### src/rtl/i2c_target_regs.sv
// i2c_target_regs: I2C target with register pointer, auto-increment reads/writes and strobe-based register port
module i2c_target_regs #(
    parameter logic [6:0] ADDRESS = 7'h69,
    parameter int NUM_REGS = 16,
    parameter bit AUTO_INC = 1'b1,
    parameter int SYNC_STAGES = 2,
    localparam int AW = ($clog2(NUM_REGS) > 1) ? $clog2(NUM_REGS) : 1
) (
    input  logic          clk,
    input  logic          reset,
    input  logic          scl_i,
    input  logic          sda_i,
    output logic          sda_o,
    output logic [AW-1:0] reg_addr,
    output logic [7:0]    wr_data,
    output logic          wr_en,
    input  logic [7:0]    rd_data,
    output logic          rd_en,
    output logic          start,
    output logic          stop,
    output logic          busy
);
    typedef enum logic [3:0] {
        IDLE, DEV_ADDR, ACK_DEV, REG_ADDR, ACK_REG, WR_DATA, ACK_WR, RD_DATA, RD_ACK, WAIT
    } state_t;
    localparam logic [8:0] NR = 9'(NUM_REGS);
    state_t state, state_n;
    logic [SYNC_STAGES-1:0] scl_q, sda_q;
    logic scl_s, sda_s, scl_d, sda_d;
    logic scl_rise, scl_fall, start_det, stop_det, bus_evt;
    logic rx_state, ack_state, bit_done, addr_ok, rd_acked;
    logic [2:0] cnt;
    logic [7:0] sr, rx_byte;
    logic phase, rw;
    logic sda_n, wr_en_n, rd_en_n, busy_n;
    logic [AW-1:0] next_addr;
    assign scl_s = scl_q[SYNC_STAGES-1];
    assign sda_s = sda_q[SYNC_STAGES-1];
    assign scl_rise = scl_s & ~scl_d;
    assign scl_fall = ~scl_s & scl_d;
    assign start_det = scl_s & scl_d & sda_d & ~sda_s;
    assign stop_det = scl_s & scl_d & ~sda_d & sda_s;
    assign bus_evt = start_det | stop_det;
    assign rx_state = state inside {DEV_ADDR, REG_ADDR, WR_DATA};
    assign ack_state = state inside {ACK_DEV, ACK_REG, ACK_WR};
    assign bit_done = rx_state && scl_rise && cnt == 3'd7;
    assign rx_byte = {sr[6:0], sda_s};
    assign addr_ok = {1'b0, rx_byte} < NR;
    assign rd_acked = state == RD_ACK && scl_rise && !sda_s;
    assign next_addr = (reg_addr == AW'(NUM_REGS - 1)) ? '0 : reg_addr + AW'(1);
    always_ff @(posedge clk) begin
        if (reset) begin
            state <= IDLE;
            sda_o <= 1'b1;
            wr_en <= 1'b0;
            rd_en <= 1'b0;
            busy <= 1'b0;
        end else begin
            state <= state_n;
            sda_o <= sda_n;
            wr_en <= wr_en_n;
            rd_en <= rd_en_n;
            busy <= busy_n;
        end
    end
    always_comb begin
        state_n = state;
        if (stop_det) state_n = IDLE;
        else if (start_det) state_n = DEV_ADDR;
        else case (state)
            DEV_ADDR: if (bit_done) state_n = (rx_byte[7:1] == ADDRESS) ? ACK_DEV : WAIT;
            ACK_DEV: if (scl_fall && phase) state_n = rw ? RD_DATA : REG_ADDR;
            REG_ADDR: if (bit_done) state_n = addr_ok ? ACK_REG : WAIT;
            ACK_REG, ACK_WR: if (scl_fall && phase) state_n = WR_DATA;
            WR_DATA: if (bit_done) state_n = ACK_WR;
            RD_DATA: if (scl_fall && cnt == 3'd7) state_n = RD_ACK;
            RD_ACK: begin
                if (scl_rise && sda_s) state_n = WAIT;
                else if (scl_fall && phase) state_n = RD_DATA;
            end
            default: ;
        endcase
    end
    // ACK slots pull low on the first falling edge (phase 0) and release on the second
    always_comb begin
        sda_n = bus_evt ? 1'b1 :
                ack_state ? (scl_fall ? phase : sda_o) :
                (state == RD_DATA) ? (rd_en ? rd_data[7] : scl_fall ? (cnt == 3'd7 || sr[6]) : sda_o) :
                1'b1;
        wr_en_n = !bus_evt && state == ACK_WR && scl_fall && !phase;
        rd_en_n = !bus_evt && scl_fall && phase && ((state == ACK_DEV && rw) || state == RD_ACK);
        busy_n = (state_n == IDLE || state_n == WAIT) ? 1'b0 :
                 (state == DEV_ADDR && state_n == ACK_DEV) ? 1'b1 : busy;
    end
    always_ff @(posedge clk) begin
        if (reset) begin
            scl_q <= '1;
            sda_q <= '1;
            scl_d <= 1'b1;
            sda_d <= 1'b1;
            cnt <= '0;
            sr <= '0;
            phase <= 1'b0;
            rw <= 1'b0;
            reg_addr <= '0;
            wr_data <= '0;
            start <= 1'b0;
            stop <= 1'b0;
        end else begin
            scl_q <= {scl_q[SYNC_STAGES-2:0], scl_i};
            sda_q <= {sda_q[SYNC_STAGES-2:0], sda_i};
            scl_d <= scl_s;
            sda_d <= sda_s;
            start <= start_det & ~stop_det;
            stop <= stop_det;
            if (bus_evt || state_n != state) cnt <= '0;
            else if ((rx_state && scl_rise) || (state == RD_DATA && scl_fall)) cnt <= cnt + 3'd1;
            if (bus_evt || state_n != state) phase <= 1'b0;
            else if ((ack_state && scl_fall) || rd_acked) phase <= 1'b1;
            if (rx_state && scl_rise) sr <= rx_byte;
            else if (state == RD_DATA && rd_en) sr <= rd_data;
            else if (state == RD_DATA && scl_fall) sr <= {sr[6:0], 1'b0};
            if (state == DEV_ADDR && bit_done) rw <= sda_s;
            if (wr_en_n) wr_data <= sr;
            if (state == REG_ADDR && state_n == ACK_REG) reg_addr <= rx_byte[AW-1:0];
            else if (AUTO_INC && (wr_en || rd_acked)) reg_addr <= next_addr;
        end
    end
endmodule

### config.mk
export PLATFORM = sky130hd
export DESIGN_NAME = i2c_target_regs
export DESIGN_NICKNAME = d
export VERILOG_FILES = /design/src/rtl/i2c_target_regs.sv
export SDC_FILE = /design/constraint.sdc
export NUM_CORES = 1
export LEC_CHECK = 0
export CORE_MARGIN = 2
export CORE_UTILIZATION = 30
export CTS_CLUSTER_SIZE = 30
export DETAILED_ROUTE_END_ITERATION = 10
export PLACE_DENSITY = 0.48
export SYNTH_ARGS = -nofsm -noshare
export SYNTH_HDL_FRONTEND = slang
export SYNTH_SLANG_ARGS = --single-unit
### constraint.sdc
create_clock -name clk -period 3.23 [get_ports clk]
set_input_delay 0.646 -clock clk [delete_from_list [all_inputs] [get_ports clk]]
set_output_delay 0.646 -clock clk [all_outputs]
set_load 0.005 [all_outputs]
# [Word level (Yosys, flattened, before mapping)]
# Cells that the tools add are included.
# Widths: inputs -> output; s select.
[op_classes] n_mux=25 eq_ne=17 bitwise=14 magnitude_cmp=1 n_reduce_logical=40 addsub=2
[ops] op="$mux 4" count=15
[ops] op="$pmux 4 s7" count=1
[ops] op="$mux 8" count=3
[ops] op="$eq 4x3->1 const B" count=5
[ops] op="$logic_and 1x1->1" count=20
[ops] op="$eq 4x2->1 const B" count=3
[ops] op="$eq 4x4->1 const B" count=3
[ops] op="$reduce_bool 3->1" count=3
[ops] op="$and 1x1->1" count=8
[ops] op="$lt 8x5->1 const B" count=1
[ops] op="$reduce_or 2->1" count=4
[ops] op="$eq 7x7->1 const B" count=1
[ops] op="$logic_or 1x1->1" count=7
[ops] op="$mux 1" count=5
[ops] op="$not 1->1" count=5
[ops] op="$add 4x1->4 const B" count=1
[ops] op="$eq 4x1->1 const B" count=1
[ops] op="$logic_not 4->1" count=1
[ops] op="$ne 4x4->1" count=1
[ops] op="$add 3x1->3 const B" count=1
[ops] op="$eq 3x3->1 const B" count=1
[ops] op="$logic_not 1->1" count=3
[ops] op="$mux 3" count=1
[ops] op="$ne 3x3->1 const B" count=1
[ops] op="4 further kinds" count=4
[totals] regBits=41 input_bits=12 elab_cells=116 output_inout_bits=18

# [Depth between registers and ports, before layout]
# Gate-level depths: netlist of the first run.
[depth] word_depth=11 mapped_depth=9 depth_no_buf=9

# [Least setup slack after synthesis of the first run]
# Ideal clock, no wire load.
[synth_path] path_kind="flip-flop to flip-flop" from="reg cnt[0]" to="reg busy" required_time_ns=3.156 arrival_ns=1.941 setup_time_ns=0.074 n_path_buf=0 setup_slack_ns=1.215 stages_incl_launch_ff=9 period_less_slack_ns=2.015 cell_sequence="dfxtp_1 ha_1 ha_1 nand3_2 or3_1 a211oi_2 o221ai_2 a211o_1 a31oi_1"
[synth_between] elab_chain_cells=9 word_cells_on_any_way=16 cone_classes="3 x eq/ne; 7 x mux; 6 x reduce/logical"
[synth_lines] item="from (decl)" line_no="32" text="logic [2:0] cnt;"
[synth_lines] item="from (signal assigned)" line_no="117" text="else if ((rx_state && scl_rise) || (state == RD_DATA && scl_fall)) cnt <= cnt + 3'd1;"
[synth_lines] item="$eq 3x3->1 *" line_no="46, 76"
[synth_lines] item="$logic_and 1x1->1, on equally long branches" line_no="76, 46"
[synth_lines] item="$mux 4, on equally long branches"
[synth_lines] item="$pmux 4 s7 *" line_no="70" text="else case (state)"
[synth_lines] item="$mux 4 *" line_no="69" text="else if (start_det) state_n = DEV_ADDR;"
[synth_lines] item="$mux 4 *" line_no="68" text="if (stop_det) state_n = IDLE;"
[synth_lines] item="$eq 4x4->1 / $logic_not 4->1 (equally long branches)" line_no="92" text="busy_n = (state_n == IDLE || state_n == WAIT) ? 1'b0 :"
[synth_lines] item="$logic_or 1x1->1" line_no="92"
[synth_lines] item="$reduce_or 2->1 (no source line)"
[synth_lines] item="to (signal assigned)" line_no="63" text="busy <= busy_n;"
[synth_lines] item="to (decl)" line_no="21" text="output logic busy"
# Mark *: on every way between the ends. The rest lies on a longest branch, timed or not.
# A chain may end at the register's enable or synchronous reset.

# [Final worst setup path of the first run]
[layout_path] from="reg state[0]" to="reg busy"
[layout_between] elab_chain_cells=11 word_cells_on_any_way=29 cone_classes="10 x eq/ne; 11 x mux; 8 x reduce/logical"
[layout_lines] item="from (decl)" line_no="27" text="state_t state, state_n;"
[layout_lines] item="from (signal assigned)" line_no="59" text="state <= state_n;"
[layout_lines] item="$eq 4x1->1 (tied with other cells)" line_no="44, 70, 93"
[layout_lines] item="$reduce_bool 3->1" line_no="44" text="assign rx_state = state inside {DEV_ADDR, REG_ADDR, WR_DATA};"
[layout_lines] item="$logic_and 1x1->1 (2 in series)" line_no="46" text="assign bit_done = rx_state && scl_rise && cnt == 3'd7;"
[layout_lines] item="$mux 4, on equally long branches" line_no="75, 71, 73"
[layout_lines] item="$pmux 4 s7" line_no="70"
[layout_lines] item="$mux 4" line_no="69"
[layout_lines] item="$mux 4" line_no="68"
[layout_lines] item="$eq 4x4->1 / $logic_not 4->1 (equally long branches)" line_no="92"
[layout_lines] item="$logic_or 1x1->1" line_no="92"
[layout_lines] item="$reduce_or 2->1 (no source line)"
# Parallel ways exist; a longest one is shown, timed or not.

==> results.cfg, run 1 <==
[floorplanning]
die_w_um = 87.4
ios = 30
design.core.area_mm2 = 0.00676
die-area_mm2 = 0.00763
rows = 30
initial_core_util_pct = 30.9
die_h_um = 87.4

[drt]
wl_um = 5120
drt_iter0_drc = 146
ant_nets = 0
drt-pass1-iter-count = 4
vias = 1852
avgRoutedWirePerCell_um = 14.8
vias_per_cell = 5.35
drc_errors = 0

[sta]
finalMaxSlewViolations = 0
timing.hold.ws_ns = 0.411
max_freq_ghz = 0.418
finalCritPeriodShare_pct = 74.0
skew_ns = 0.00814
maxSlewHeadroom_pct = 53.5
fin_ws_ns = 0.839
final_hold_viol_count = 0
setup_viol_count_final = 0
tightestPinTransition_ns = 0.696
rsz0062_at_grt = false
min_period_ns = 2.39
setup_tns_ns = 0

[yosys]
async_flop_share_pct = 0
synth_edf_count = 0
synth_warnings = 0
synth.largest_area_cell = dfxtp_1
syn_nets = 257
syn_area_mm2 = 0.00208
synth.most_common_cell = dfxtp_1
seq_area_frac_synth_pct = 39.4
synthTopCellsByCount = dfxtp_1, nor2_1, mux2i_1
syn_area_per_cell_um2 = 8.61
synth_top_area_share_pct = 39.4
ys_ff_latch = 41
ys_types = 53
synth_area_leaders = dfxtp_1, mux2i_1, nor2_1
synth-main-ff-cell = dfxtp_1
syn_inst = 242

[finish]
drive_above_1_share_pct = 9.40
syn2layout_area_growth_pct = 21.8
nets = 280
post-route-util_pct = 37.6
fillers = 721
fin_cells = 346
antenna_cells = 0

[clock_tree]
clkSinkCount = 41
clockRootBuffer = clkbuf_8
cts.reportedPaths.clkPinSlew_ns = 0.08
clkLatencyLatePin_ns = 0.29
clk_path_buf_depth = 2
cts_inserted_buffers = 5
cts_tree = yes
cts_hold_buf = 0
cts_resized = 0
cts_max_level = 2
cts_setup_buffers = 0

[setup_path]
slowest_delay_ns = 0.61
worst-r2r-setup-slack_ns = 0.84
crit_type = reg -> reg
reg2reg_to = busy
r2r_cells = 7
path_delay_family = simple AND/OR/NAND/NOR gates
crit_chain = and4bb_1 -> nand3_2 -> or3_1 -> a211oi_2 -> o221ai_2 -> a211o_1 -> a31oi_1
worstPathRequired_ns = 3.45
path_buf_inv = 0
end_kind = flop
rr_startpoint = state[0]
crit_path_start_kind = flop
cp.arrival_ns = 2.62
critical_path.slowest_cell = dfxtp_1
cp_max_fo = 13

[global_route]
grt-ovfl-total = 0
gr-usage-met2_pct = 22.5
grt_pass1_wl_um = 8370
grt_pass1_vias = 1690
grt_usage_pct = 13.9
grt_max_degree = 35
busiest_layer = met2
antenna_found_initial = 0
gr-usage-met3_pct = 3.51
grt_util_met1_pct = 18.2

[placed_design]
globalplace.congestion = 0.854
dp_hpwl_um = 3670
pre_cts_ws_ns = 0.901
place_inst = 338
io_buffers = 29

[outcome]
status = finished, final reports clean

[power_and_ir_drop]
intPower_uw = 932
p_sw_share_pct = 31.0
leakage_nw = 1.00
power_density_mw_per_mm2 = 532
combinationalPowerShare_pct = 24.1
p_switching_uw = 418
seqPwrFrac_pct = 44.2
pwr-share-clk_pct = 31.7
irDropWorstVdd_uv = 204

[hold_path]
holdPathEnd = sda_q[1]
hold_depth = 1
hold_class = reg -> reg
hp-start = sda_q[0]

[job]
maxCapViolCount = 0
-- state kept, by name, summed over array words and instances (netlist names) --
| register | count |
|---|---|
| busy | 1 |
| cnt | 3 |
| phase | 1 |
| rd_en | 1 |
| reg_addr | 4 |
| rw | 1 |
| scl_d | 1 |
| scl_q | 2 |
| sda_d | 1 |
| sda_o | 1 |
| sda_q | 2 |
| sr | 8 |
| start | 1 |
| state | 4 |
| stop | 1 |
| wr_data | 8 |
| wr_en | 1 |
-- through the flow --
stage          total power [mW]  instance area [um^2]
6_report                   1.35                  2540
5_1_grt                    1.42                  2540
3_3_place_gp              0.940                  2420
4_1_cts                    1.36                  2540
2_1_floorplan             0.854                  2080
3_5_place_dp              0.931                  2420
-- cell usage in the layout (no fill, tap or decap), types with 6 or more instances in the layout --
cell type,count
nor2_1,40
nand3_1,6
a211oi_1,11
inv_1,6
dfxtp_1,41
a21oi_1,10
clkdlybuf4s50_1,29
mux2i_1,18
o21ai_0,7
or2_2,7
clkbuf_8,6
nand2_1,17
-- worst max-delay path by stage --
stage | cells after the start | from | slack [ns] | to
3_5_place_dp | 7 | state[1] | 0.90 | phase
4_1_cts | 7 | state[0] | 0.88 | busy
3_3_place_gp | 7 | state[0] | 0.88 | busy
5_1_grt | 7 | state[1] | 0.67 | phase
2_1_floorplan | 8 | cnt[0] | 1.21 | busy
6_report | 7 | state[0] | 0.84 | busy
-- power groups by stage --
stage	clock network, mW	registers [mW]	logic (mW)
floorplan	0	0.557	0.297
global placement	0	0.608	0.331
detailed placement	0	0.606	0.324
CTS	0.446	0.594	0.326
global route	0.465	0.602	0.357
finish	0.428	0.596	0.325
-- cells by family after synthesis --
kind of cell	after synthesis	synth area share, %
multiplexers	18	8.64
buffers and inverters	22	4.50
XOR/XNOR	5	2.10
adder cells (fa/ha/maj)	3	1.80
flip-flops	41	39.4
AND/OR/NAND/NOR	105	26.4
AO/OA/AOI/OAI	48	17.2
-- layer usage --
| layer | vias to the layer above | part of all wire [%] |
|---|---|---|
| met5 | - | 0 |
| met4 | 0 | 2.1 |
| met3 | 11 | 5.5 |
| met2 | 54 | 46 |
| met1 | 869 | 47 |
| li1 | 918 | - |
-- final cells by class --
| cell class | count | area, um^2 | share of cell area [%] |
|---|---|---|---|
| timing repair buffer | 31 | 305 | 12.0 |
| clock buffer | 7 | 86.3 | 3.40 |
| tap | 80 | 100 | 3.94 |
| sequential | 41 | 821 | 32.3 |
| multi-input combinational | 179 | 1170 | 46.1 |
| clock inverter | 1 | 30.0 | 1.18 |
| inverter | 7 | 26.3 | 1.03 |
Note: power is estimated with default switching activity, not from simulation.
==> inputs of run 2 (changes only) <==
--- a/config.mk
+++ b/config.mk
@@ -9,7 +9,7 @@
 export CORE_UTILIZATION = 30
 export CTS_CLUSTER_SIZE = 30
 export DETAILED_ROUTE_END_ITERATION = 10
-export PLACE_DENSITY = 0.48
+export PLACE_DENSITY = 0.5
 export SYNTH_ARGS = -nofsm -noshare
 export SYNTH_HDL_FRONTEND = slang
 export SYNTH_SLANG_ARGS = --single-unit
==> constraint.sdc (replaced) <==
create_clock -name clk -period 2.19 [get_ports clk]
set_input_delay 0.438 -clock clk [delete_from_list [all_inputs] [get_ports clk]]
set_output_delay 0.438 -clock clk [all_outputs]
set_load 0.005 [all_outputs]
==> run 2 against run 1 <==
Effect of this change: highest routed layer unchanged; setup slack worse by 0.73 ns; final cell count grew 7.2%; non-clock buffer count grew 25.
==> results.cfg, run 2 (synthesis gave the netlist of run 1 again) <==
[finish]
drive_above_1_share_pct = 23.7
fillers = 704
design_area_mm2 = 0.00281
fin_cells = 371
nets = 305
multi_input_area_mm2 = 0.00123
antenna_cells = 0
post-route-util_pct = 41.6
reg_top3 = sr (8), wr_data (8)
layout_commonest_cell = nor2_1
final_cell_mix = nor2_1, dfxtp_1, clkdlybuf4s50_1, buf_4, mux2i_1
regArea_um2 = 837
syn2layout_area_growth_pct = 34.8

[drt]
drc_errors = 0
ant_nets = 0
vias_per_cell = 5.16
wl_um = 5350
drt-pass1-iter-count = 4
avgRoutedWirePerCell_um = 14.4
vias = 1914
drt_iter0_drc = 71

[global_route]
grt_max_degree = 35
antenna_found_initial = 0
grt-ovfl-total = 0
grt_usage_pct = 14.2
grt_pass1_wl_um = 8500
grt_pass1_vias = 1773

[floorplanning]
die-area_mm2 = 0.00763
die_w_um = 87.4
rows = 30
die_h_um = 87.4
ios = 30
initial_core_util_pct = 30.9
design.core.area_mm2 = 0.00676

[setup_path]
crit_type = reg -> reg
slowest_delay_ns = 0.53
crit_chain = or4b_4 -> a21oi_2 -> a2111oi_2 -> nand4_1 -> buf_4 -> nand3_1 -> a221o_1 -> a21oi_1
path_delay_family = simple AND/OR/NAND/NOR gates
worstPathRequired_ns = 2.41
cp.arrival_ns = 2.30
end_kind = flop
critical_path.slowest_cell = or4b_4
cp_max_fo = 4
path_buf_inv = 1
crit_path_start_kind = flop

[clock_tree]
clkLatencyLatePin_ns = 0.29
cts_tree = yes
cts.reportedPaths.clkPinSlew_ns = 0.08
cts_inserted_buffers = 5
cts_hold_buf = 0
cts_max_level = 2
clkSinkCount = 41
clockRootBuffer = clkbuf_8
clk_path_buf_depth = 2

[hold_path]
hold_class = reg -> reg

[job]
maxCapViolCount = 0

[power_and_ir_drop]
irDropWorstVdd_uv = 288
power_density_mw_per_mm2 = 766
total_power_mw = 2.15
leakage_nw = 1.12

[sta]
max_freq_ghz = 0.482
timing.hold.ws_ns = 0.415
final_hold_viol_count = 0
maxSlewHeadroom_pct = 68.8
setup_viol_count_final = 0
skew_ns = 0.00676
rsz0062_at_grt = false
setup_tns_ns = 0
fin_ws_ns = 0.113
finalMaxSlewViolations = 0
min_period_ns = 2.08
tightestPinTransition_ns = 0.456
finalCritPeriodShare_pct = 94.8

[placed_design]
pre_cts_ws_ns = 0.0362
place_inst = 361
io_buffers = 29
globalplace.congestion = 0.912
postPlaceCellArea_mm2 = 0.00259
dp_hpwl_um = 3830

[outcome]
status = finished, final reports clean
## run 2: cell types whose count changed in the layout (fill, tap and decap cells not counted), moves of 2 or more
| cell | change |
|---|---|
| nor3_2 | +2 |
| nor3_1 | -2 |
| ha_1 | -2 |
| dfxtp_2 | +7 |
| dfxtp_4 | +2 |
| buf_4 | +24 |
| dfxtp_1 | -9 |
## run 2: layer usage
layer  global-route usage, %  up-vias  routed length [um]
met2                    24.4       38                2630
met5                       0        -                   0
li1                        -      974                   -
met3                    3.41        8                 220
met4                    4.76        0                  83
met1                    17.2      894                2420
## run 2: cell type report
class	instances	area share [%]
Multi-Input combinational cell	179	43.8
Inverter	7	0.935
Tap cell	80	3.56
Sequential cell	41	29.8
Timing Repair Buffer	56	17.7
Clock buffer	6	2.94
Clock inverter	2	1.34
## run 2: power by group
part / total [mW] / switching (mW) / internal [mW]
Sequential: 0.820 / 0.0394 / 0.781
Clock: 0.639 / 0.268 / 0.371
Combinational: 0.692 / 0.364 / 0.328
## run 2: path summary, 6_finish.rpt
check,start,end,slack (ns),cells past startpoint
setup / recovery,state[3],phase,0.11,8
hold / removal,sda_q[0],sda_q[1],0.41,1
setup reg to reg,state[3],phase,0.11,8
hold reg to reg,sda_q[0],sda_q[1],0.41,1
## run 2: timing repair
action | 4_1_cts | 5_1_grt
pin swaps | 0 | 11
setup endpoints to repair | 1 | 6
resized for setup | 1 | 24
cloned | 0 | 0
buffers inserted | 0 | 2
==> edit: new RTL, settings of run 2 <==
The parameter `SYNC_STAGES` goes from 2 to 4.
--- a/src/rtl/i2c_target_regs.sv
+++ b/src/rtl/i2c_target_regs.sv
@@ -3,7 +3,7 @@
     parameter logic [6:0] ADDRESS = 7'h69,
     parameter int NUM_REGS = 16,
     parameter bit AUTO_INC = 1'b1,
-    parameter int SYNC_STAGES = 2,
+    parameter int SYNC_STAGES = 4,
     localparam int AW = ($clog2(NUM_REGS) > 1) ? $clog2(NUM_REGS) : 1
 ) (
     input  logic          clk,
Function: changed (Yosys sat finds a counterexample within 4 cycles, from zero or initial values and one cycle with reset high).
==> edit against run 2 <==
- power rose by 10%
- sequential power rose by 14%
- sequential cell count rose by 4
- area after synthesis rose by 9.4%
- worst setup slack got worse by 0.032 ns
- routed wire length rose by 20%
- final area rose by 11%
- critical path type unchanged
- highest routed layer unchanged
==> edit: results (changes against run 2) <==
stage;metric;value;unit;change
clock_network;CTS buffer count;5;;unchanged
logic_synthesis;Net Count, Synth;270;;+5.1%
final_layout;n_diodes;0;;unchanged
placement;DPL Wire Length;4.62;mm;+20%
min_path;hold path endpoint;scl_q[1]$_SDFF_PP1_;;
global_route;initial antenna violation count;0;;unchanged
setup_path;CP max FO;9;;+5
logic_synthesis;prevailing post-synth register cell;dfxtp_1;;
logic_synthesis;post-synthesis mux area share;9.00;%;+0.36 points
min_path;Hold Path Class;reg -> reg;;
placement;Final GP Congestion;0.925;;+1.4%
global_route;Total GRT Usage;15.9;%;+1.7 points
routing;wire length on met3;333;um;+51%
routing;drt first pass iters;6;;+2
global_route;first-pass GRT wire length;10.7;mm;+25%
logic_synthesis;Synth area leaders;dfxtp_1 (40%), mux2i_1 (8.3%), nor2_1 (5.9%);;
outcome;status;finished, final reports clean;;
logic_synthesis;synth warn;0;;unchanged
logic_synthesis;post-synthesis xor/xnor area fraction;1.92;%;-0.18 points
logic_synthesis;Adder-Cell Fraction of Synth Area;1.65;%;-0.15 points
routing;Initial DRC Count;127;;+79%
final_layout;biggest regs;sr: 8 flops, wr_data: 8 flops;;
logic_synthesis;Synth cell types;52;;-1.9%
routing;final wirelength;6.43;mm;+20%
routing;met1 WL;3.03;mm;+25%
final_layout;layout cells sized above 1;25.9;%;+2.2 points
sta;Fin Clk Skew;0.00787;ns;+0.00111 ns
setup_path;Crit Path Category;reg -> reg;;
setup_path;Reg2Reg Depth;7;;-1
routing;via count;2168;;+13%
logic_synthesis;synth cell count leaders;dfxtp_1 (45), nor2_1 (36), mux2i_1 (19), nand2_1 (12);;
setup_path;reg2reg end;phase$_SDFFE_PP0P_;;
clock_network;clock root buffer;clkbuf_8;;
routing;met2 WL post-DR;2.97;mm;+13%
logic_synthesis;sequential area share after synthesis;39.5;%;+0.14 points
routing;uppermost layer routed;met4;;
final_layout;fin nets;331;;+8.5%
setup_path;Worst path slowest cell;dfxtp_2;;
logic_synthesis;share of synthesized registers carrying an async set or reset;0;%;unchanged
sta;Slew headroom;64.3;%;-4.5 points
power;worst vdd ir;0.000383;V;+33%
logic_synthesis;compound-cell area share of the yosys netlist;16.2;%;-0.98 points
setup_path;R2R Setup Slk;0.08;ns;-0.03 ns
clock_network;H-tree Lvls;2;;unchanged
setup_path;RR Startpoint;state[2]$_SDFF_PP0_;;
min_path;hold path cells;1;;unchanged
logic_synthesis;EDFF count, synth;0;;unchanged
power;Static Leakage;1.20;nW;+6.5%
power;NetSw;0.000775;W;+15%
clock_network;Skew-Pair Late Insertion Delay;0.30;ns;
global_route;vias in the first global route;2120;;+20%
setup_path;slowest cell delay on critical path;0.40;ns;-0.13 ns
global_route;gr ovfl total;0;;unchanged
global_route;largest net degree at the start of global routing;41;;+17%
clock_network;clk slew on worst S/H paths;0.09;ns;
setup_path;CP arrival;2.29;ns;
clock_network;CTS max path bufs;2;;unchanged
min_path;min-delay src;scl_q[0]$_SDFF_PP1_;;
[edit: power groups by stage]
| stage | Combinational [W] | Sequential (W) | Clock (W) |
|---|---|---|---|
| after global routing | 0.000875 | 0.000938 | 0.000687 |
| after floorplan | 0.000497 | 0.000902 | 0 |
| after detailed placement | 0.000759 | 0.000944 | 0 |
| after CTS | 0.000768 | 0.000925 | 0.000655 |
| after global placement | 0.000772 | 0.000942 | 0 |
| final | 0.000803 | 0.000931 | 0.000632 |
[edit: logic make-up after synthesis]
| logic type | after synthesis |
|---|---|
| fa+ha+maj | 3 |
| compound gates | 49 |
| mux | 20 |
| flops | 45 |
| buf+inv | 20 |
| simple gates | 113 |
| xor+xnor | 5 |
[edit: how the worst max path moves through the flow]
stage / endpoint / slack (ns) / depth (start not counted)
2_1_floorplan: cnt[0]$_SDFFE_PP0P_ / 0.16 / 8
3_3_place_gp: cnt[1]$_SDFFE_PP0P_ / -0.009 / 9
3_5_place_dp: cnt[0]$_SDFFE_PP0P_ / 0.02 / 9
4_1_cts: cnt[0]$_SDFFE_PP0P_ / 0.01 / 9
5_1_grt: cnt[0]$_SDFFE_PP0P_ / -0.02 / 9
6_report: phase$_SDFFE_PP0P_ / 0.08 / 7
[edit: stage by stage]
step	hold slack [ns]	setup slack [ns]	cells	setup TNS, ns	instance area [um2]
6_report	0.413	0.0810	415	0	3110
5_1_grt	0.430	-0.0238	415	-0.0238	3110
4_1_cts	0.416	0.0124	415	0	3050
3_5_place_dp	0.394	0.0195	408	0	2930
3_3_place_gp	0.392	-0.00890	408	-0.0175	2930
2_1_floorplan	0.389	0.157	255	0	2280
[edit: layout make-up]
| type | count | area [um2] |
|---|---|---|
| fill | 726 | 4180 |
| timing repair buffer | 68 | 596 |
| inverter | 6 | 22.5 |
| sequential | 45 | 908 |
| tap | 99 | 124 |
| clock buffer | 5 | 68.8 |
| clock inverter | 2 | 38.8 |
| multi-input combinational | 190 | 1350 |
[edit: routing by layer]
metal,vias up,track usage [%]
met5,-,0
met4,0,5.05
met3,10,3.15
met2,100,24.9
met1,1001,22.0
li1,1057,-
[edit: repair_timing]
action                                  CTS  global route
endpoints found under the setup margin    4             7
gates resized for setup                   4            14
pin swaps                                 1             5
setup buffers                             0             0
[edit: critical path, delay by kind of cell (launching register included)]
| family | cells | cell delay, ns |
|---|---|---|
| flops | 1 | 0.40 |
| simple gates | 4 | 0.84 |
| buf+inv | 1 | 0.20 |
| compound gates | 2 | 0.55 |
